$ cat src/rtl/alu_16bit_serial_pkg.sv
// Shared definitions for the nibble-serial 16-bit ALU: controller states and
// slice geometry.
package alu_16bit_serial_pkg;

  localparam int SLICE_W    = 4;
  localparam int NUM_SLICES = 4;
  localparam int DATA_W     = SLICE_W * NUM_SLICES;
  localparam int IDX_W      = $clog2(NUM_SLICES);

  typedef enum logic [1:0] {
    IDLE = 2'd0,
    RUN  = 2'd1,
    DONE = 2'd2
  } state_e;

endpackage

$ cat src/rtl/alu_16bit_serial_alu_4bit.sv
// alu_4bit: one 4-bit ALU slice in the 74181 style (active-high data, active-high
// carry). M=1 selects a bitwise logic function; M=0 selects X plus Y plus cin,
// where X and Y are chosen from A and B by ALU_Sel. The carry machinery (cout, p, g)
// always follows the arithmetic X/Y pair, whatever the mode.
module alu_4bit (
  input  logic [3:0] A,
  input  logic [3:0] B,
  input  logic [3:0] ALU_Sel,
  input  logic       M,
  input  logic       cin,
  output logic [3:0] F,
  output logic       cout,
  output logic       p,
  output logic       g
);

  logic [3:0] x, y, logic_f;
  logic [4:0] sum, gen;

  // Arithmetic operand pair; "minus 1" terms are expressed as adding all-ones.
  always_comb begin
    x = A;
    y = 4'h0;
    case (ALU_Sel)
      4'd0:  begin x = A;        y = 4'h0;     end
      4'd1:  begin x = A | B;    y = 4'h0;     end
      4'd2:  begin x = A | ~B;   y = 4'h0;     end
      4'd3:  begin x = 4'h0;     y = 4'hF;     end
      4'd4:  begin x = A;        y = A & ~B;   end
      4'd5:  begin x = A | B;    y = A & ~B;   end
      4'd6:  begin x = A;        y = ~B;       end
      4'd7:  begin x = A & ~B;   y = 4'hF;     end
      4'd8:  begin x = A;        y = A & B;    end
      4'd9:  begin x = A;        y = B;        end
      4'd10: begin x = A | ~B;   y = A & B;    end
      4'd11: begin x = A & B;    y = 4'hF;     end
      4'd12: begin x = A;        y = A;        end
      4'd13: begin x = A | B;    y = A;        end
      4'd14: begin x = A | ~B;   y = A;        end
      default: begin x = A;      y = 4'hF;     end
    endcase
  end

  // Logic-mode function table.
  always_comb begin
    logic_f = 4'h0;
    case (ALU_Sel)
      4'd0:  logic_f = ~A;
      4'd1:  logic_f = ~(A | B);
      4'd2:  logic_f = ~A & B;
      4'd3:  logic_f = 4'h0;
      4'd4:  logic_f = ~(A & B);
      4'd5:  logic_f = ~B;
      4'd6:  logic_f = A ^ B;
      4'd7:  logic_f = A & ~B;
      4'd8:  logic_f = ~A | B;
      4'd9:  logic_f = ~(A ^ B);
      4'd10: logic_f = B;
      4'd11: logic_f = A & B;
      4'd12: logic_f = 4'hF;
      4'd13: logic_f = A | ~B;
      4'd14: logic_f = A | B;
      default: logic_f = A;
    endcase
  end

  assign gen  = {1'b0, x} + {1'b0, y};
  assign sum  = gen + {4'b0, cin};
  assign g    = gen[4];
  assign p    = &(x ^ y);
  assign cout = sum[4];
  assign F    = M ? logic_f : sum[3:0];

endmodule

$ cat src/rtl/alu_16bit_serial.sv
// alu_16bit_serial: 16-bit ALU built from a single alu_4bit slice reused over four
// cycles, least-significant nibble first, carry held in a register between slices.
// Optional feature: define ALU_SERIAL_EQ_EN to add the equality_check output.
module alu_16bit_serial
  import alu_16bit_serial_pkg::*;
(
  input  logic        clk,
  input  logic        rst,
  input  logic        start,
  input  logic [15:0] A,
  input  logic [15:0] B,
  input  logic [3:0]  ALU_Sel,
  input  logic        M,
  input  logic        cin,
  output logic        busy,
  output logic        done,
  output logic [15:0] F,
  output logic        Cn4,
  output logic        P,
  output logic        G
`ifdef ALU_SERIAL_EQ_EN
  ,
  output logic        equality_check
`endif
);

  state_e              state_q;
  logic [DATA_W-1:0]   a_q, b_q, f_q;
  logic [3:0]          sel_q;
  logic                m_q, carry_q;
  logic [IDX_W-1:0]    idx_q;
  logic                p_acc_q, g_acc_q, p_acc_d, g_acc_d;
  logic                busy_q, done_q, cn4_q, p_q, g_q;
  logic [SLICE_W-1:0]  a_nib, b_nib, s_f;
  logic                s_cout, s_p, s_g;

  assign a_nib = a_q[int'(idx_q)*SLICE_W +: SLICE_W];
  assign b_nib = b_q[int'(idx_q)*SLICE_W +: SLICE_W];

  alu_4bit u_slice (
    .A      (a_nib),
    .B      (b_nib),
    .ALU_Sel(sel_q),
    .M      (m_q),
    .cin    (carry_q),
    .F      (s_f),
    .cout   (s_cout),
    .p      (s_p),
    .g      (s_g)
  );

  // Fold the current slice into the running group propagate/generate.
  always_comb begin
    p_acc_d = p_acc_q & s_p;
    g_acc_d = s_g | (s_p & g_acc_q);
  end

`ifdef ALU_SERIAL_EQ_EN
  logic eq_acc_q, eq_acc_d, eq_q;
  // Running nibble-wise equality of the latched operands.
  always_comb eq_acc_d = eq_acc_q & (a_nib == b_nib);
  assign equality_check = eq_q;
`endif

  // Controller and datapath; busy/done are registered from the state so they trail it by one edge.
  always_ff @(posedge clk) begin
    if (rst) begin
      state_q <= IDLE;
      a_q     <= '0;
      b_q     <= '0;
      f_q     <= '0;
      sel_q   <= '0;
      m_q     <= 1'b0;
      carry_q <= 1'b0;
      idx_q   <= '0;
      p_acc_q <= 1'b0;
      g_acc_q <= 1'b0;
      busy_q  <= 1'b0;
      done_q  <= 1'b0;
      cn4_q   <= 1'b0;
      p_q     <= 1'b0;
      g_q     <= 1'b0;
`ifdef ALU_SERIAL_EQ_EN
      eq_acc_q <= 1'b0;
      eq_q     <= 1'b0;
`endif
    end else begin
      busy_q <= (state_q != IDLE);
      done_q <= (state_q == DONE);
      case (state_q)
        IDLE: if (start) begin
          a_q     <= A;
          b_q     <= B;
          sel_q   <= ALU_Sel;
          m_q     <= M;
          carry_q <= cin;
          idx_q   <= '0;
          p_acc_q <= 1'b1;
          g_acc_q <= 1'b0;
`ifdef ALU_SERIAL_EQ_EN
          eq_acc_q <= 1'b1;
`endif
          state_q <= RUN;
        end
        RUN: begin
          f_q[int'(idx_q)*SLICE_W +: SLICE_W] <= s_f;
          carry_q <= s_cout;
          p_acc_q <= p_acc_d;
          g_acc_q <= g_acc_d;
`ifdef ALU_SERIAL_EQ_EN
          eq_acc_q <= eq_acc_d;
`endif
          idx_q   <= idx_q + 1'b1;
          if (idx_q == IDX_W'(NUM_SLICES - 1)) state_q <= DONE;
        end
        DONE: begin
          // carry_q now holds the top slice carry-out.
          cn4_q   <= ~carry_q;
          p_q     <= p_acc_q;
          g_q     <= g_acc_q;
`ifdef ALU_SERIAL_EQ_EN
          eq_q    <= eq_acc_q;
`endif
          state_q <= IDLE;
        end
        default: state_q <= IDLE;
      endcase
    end
  end

  assign busy = busy_q;
  assign done = done_q;
  assign F    = f_q;
  assign Cn4  = cn4_q;
  assign P    = p_q;
  assign G    = g_q;

endmodule

$ cat config.mk
export PLATFORM = sky130hd
export DESIGN_NAME = alu_16bit_serial
export DESIGN_NICKNAME = d
export VERILOG_FILES = /design/src/rtl/alu_16bit_serial_pkg.sv /design/src/rtl/alu_16bit_serial_alu_4bit.sv /design/src/rtl/alu_16bit_serial.sv
export SDC_FILE = /design/constraint.sdc
export NUM_CORES = 1
export LEC_CHECK = 0
export ABC_AREA = 1
export ABC_CLOCK_PERIOD_IN_PS = 8860
export CAP_MARGIN = 20
export CORE_ASPECT_RATIO = 0.7
export CORE_MARGIN = 5
export CORE_UTILIZATION = 59
export CTS_CLUSTER_DIAMETER = 150
export DETAILED_ROUTE_END_ITERATION = 7
export HOLD_SLACK_MARGIN = 0.1
export PLACE_DENSITY = 0.87
export SLEW_MARGIN = 20
export SYNTH_ARGS = -nofsm -noshare
export SYNTH_HDL_FRONTEND = slang
export SYNTH_SLANG_ARGS = --single-unit
$ cat constraint.sdc
create_clock -name clk -period 8.86 [get_ports clk]
set_input_delay 0.886 -clock clk [delete_from_list [all_inputs] [get_ports clk]]
set_output_delay 0.886 -clock clk [all_outputs]
set_load 0.01 [all_outputs]
==> summary by stage <==
CTS
Post-CTS timing repair inserted 0 buffers for setup. The CTS sink count is 65. Counting the buffers created by CTS gives 9. TritonCTS built the clock tree. CTS built an H-tree with a depth of 3. The insertion delay to the later sink of the worst-skew pair is 350 ps. The hold-fix buffer count after cts is 0. The count of instances resized after the clock tree is built is 0.

After clock tree synthesis, the clock-pin slew on the worst setup and hold paths is 80 ps. In this run the clock root is driven by a clkbuf_8. The longest clock path from root to sink contains 2 buffers.

Setup path
By instance count, the cell type seen most on the critical path is inv_1. Traced cell by cell, the critical path runs through inv_1 > nand2_1 > nand3_1 > nand2_1 > inv_1 > ha_1 > a221oi_1 > o2111ai_1 > ha_1 > inv_1 > fa_1 > inv_1 > ha_1 > inv_1 > nor2_1 > inv_1 > nand3_1 > nand2_1 > nand4_1 > a21oi_1. The worst setup path is of the reg -> reg kind.

The worst setup path is captured at a register. The largest single stage delay on the critical path is 930 ps. The worst setup path is launched from a register. The slowest library cell on the worst path is dfxtp_1. The arrival time at the worst endpoint is 4890 ps. For the worst setup path, the data required time is 9050 ps.

The worst-path maximum fanout is 28.

Synthesis
The post-synthesis cell type count is 35. Sequential cells were found to cover 32.93% of the synthesized design area. By area the synthesized netlist is led by dfxtp_1 (33%), nand2_1 (15%), nor2_1 (11%). The netlist area before placement is 3951 um2.

The Yosys warning count is 0. The mean cell area of the mapped netlist is 6.435 um2. Synthesis produced 614 cells. The largest area contributor in the synthesized netlist is dfxtp_1. The share of the synthesized area in the top cell type is 32.93%. The net count after synthesis is 683. The register bit count reported by yosys is 65.

Floorplan
Pin placement for this block handled 62 I/O pins. The y dimension of the die is 78.47 um. Measured along the x axis, the die boundary spans 107.8 um.

The initial standard-cell utilization of the core is 59.58%. The number of placement rows is 25. The die covers 8460 um2. The core region is 6631 um2.

Layout
The number of fill cells is 516. The multi-input combinational cells in the finished layout cover a total of 2346 um2. The number of diodes added for antenna fixing is 0. The final core area utilization is 73.02%. The synthesis-to-layout area growth is 22.55%. The net count reported at finish is 735. Registers take 1301 um2. Cells with a size suffix above 1 make up 3.875% of the layout.

Timing
At the pin with the least slew margin, the transition time is 1006 ps. Counting I/O delays and the setup requirement, the final critical path takes 4695 ps. Setup repair after global routing left no endpoint under its margin. Of the available clock period, the critical path in the final layout requires 52.99%.

Setup violations remaining at the end of the flow were counted as 0. After routing, the total negative slack on setup checks comes to 0 ps. The worst clock skew is 11.59 ps.

The total count of hold-check failures in the final report is 0. Static timing analysis puts the maximum clock frequency at 0.2130 GHz. The worst slew margin relative to its limit is 32.88%. The number of slew-limit violations in the final report is 0.

Detailed routing
Across all layers, the routed design uses 4372 vias. The iteration count of the initial detailed-routing pass is 6. The mean routed wirelength per cell is 16.30 um.

After detailed routing, the number of vias per cell comes to 5.715. The initial DRC count is 454. The count of nets left with antenna violations once routing finished came out at 0. The routed design has 12.47 mm of wire. The number of remaining DRC errors is 0.

Power and ir drop
Summed over all cells, the static leakage comes to 2.159 nW. In this run the power density over the cells is 181.0 nW/um2. The worst IR drop on VDD is 0.1247 mV.

Placement
The congestion estimate from routability-driven global placement came to 1.033. The post-DP HPWL is 9.436 mm. The number of buffers inserted by port buffering is 61.

Job
Across the run, the number of max-cap violations was 0.

GRT
The first global-routing pass estimated 20.15 mm of wire. The total global routing track utilization is 30.27%. The via count of the first global-routing pass was 4142. The number of antenna violations at the first check in global routing came to 0. Entering global routing, the biggest net connects 46 pins. Summed over all layers, the global routing overflow is 0.

Min path
The path category of the worst min-delay check is reg -> reg.

Outcome
The run finished with clean final reports.
-- per-layer routing --
layer	part of all wire (%)	track usage (%)
met3	9.3	8.053
met1	44	40.54
met4	2.6	11.73
met5	0	0
met2	44	46.53
-- area by class of cell --
type | instances | area share [%]
multi-input cells | 472 | 48.45
flip-flops and latches | 65 | 26.87
repair buffers | 62 | 12.76
inverters | 56 | 4.341
clock inverters | 7 | 2.584
clock buffers | 9 | 2.558
well taps | 94 | 2.429
-- synthesized netlist by cell type (all sizes together) --
cell and n:
a21oi 34, clkbuf 12, a31oi 1, o21ai 45, nand3b 4, a221oi 5, buf 9, dfxtp 65
ha 27, o22ai 2, nor3 7, nand4 13, mux2i 1, xor2 1, nand2 164, o2111ai 2
fa 1, nor2 115, a21o 1, a31o 1, nand3 42, o211ai 2, inv 53, o21a 1
nor4 1, clkinv 3, a211oi 2
-- final timing paths --
kind,start,end,slack [ps],depth (start not counted)
setup / recovery,idx_q[0]$_SDFFE_PP0P_,F[14]$_SDFFE_PP0P_,4170,20
setup reg to reg,idx_q[0]$_SDFFE_PP0P_,F[14]$_SDFFE_PP0P_,4170,20
hold / removal,p_acc_q$_SDFFE_PP0P_,P$_SDFFE_PP0P_,460,2
hold reg to reg,p_acc_q$_SDFFE_PP0P_,P$_SDFFE_PP0P_,460,2
-- critical path, delay by kind of cell (launching register included) --
family | cells | cell delay [ps]
adders and majority gates | 4 | 1030
and+or+nand+nor | 7 | 960
buffers and inverters | 6 | 1020
DFF | 1 | 930
AOI/OAI and AO/OA | 3 | 610
-- registers in the layout, indices dropped and copies added (netlist names) --
| name | count |
|---|---|
| idx_q | 2 |
| done | 1 |
| state_q | 2 |
| P | 1 |
| b_q | 16 |
| Cn4 | 1 |
| busy | 1 |
| carry_q | 1 |
| F | 16 |
| G | 1 |
| p_acc_q | 1 |
| sel_q | 4 |
| g_acc_q | 1 |
| a_q | 16 |
| m_q | 1 |
-- cells in the final DEF (no fill, tap or decap), types with 2 or more instances in the layout --
master           Yosys  layout
a21oi_1             34      34
clkdlybuf4s50_1      0      61
o211ai_1             2       2
o21ai_0             44      44
nor2_1             112     112
clkbuf_8             0       9
clkinv_4             0       2
nand3_1             41      41
nand2_1            161     161
bufinv_16            0       3
ha_1                27      27
a221oi_1             5       5
nand4_1             13      13
nor3_1               7       7
nor2_2               2       2
nand3b_1             4       4
dfxtp_1             65      65
inv_1               53      53
nand2_2              3       3
o2111ai_1            2       2
o22ai_1              2       2
inv_6                0       2
clkinv_1             3       3
-- logic make-up after synthesis --
kind of cell    synth area share, %
simple gates                  36.32
fa+ha+maj                     9.056
xor+xnor                     0.2217
compound gates                13.52
mux                          0.2533
buf+inv                       7.694
flops                         32.93
-- where the power goes --
part | switching, mW | leakage [nW] | internal (mW)
Clock | 0.127 | 0.124 | 0.190
Combinational | 0.151 | 1.50 | 0.0827
Sequential | 0.0160 | 0.534 | 0.310
Total | 0.294 | 2.16 | 0.583
-- stage by stage --
step	std cells	hold slack (ps)	total power, mW	area, um2	setup slack, ps
after floorplan	614	426.8	0.4850	3951	5661
after global placement	749	439.6	0.5495	4593	4556
after detailed placement	749	456.7	0.5575	4593	4325
after CTS	765	464.2	0.8716	4842	4275
after global routing	765	487.7	0.9198	4842	3707
final	765	459.6	0.8765	4842	4165
Power figures use the tool's default switching activity.
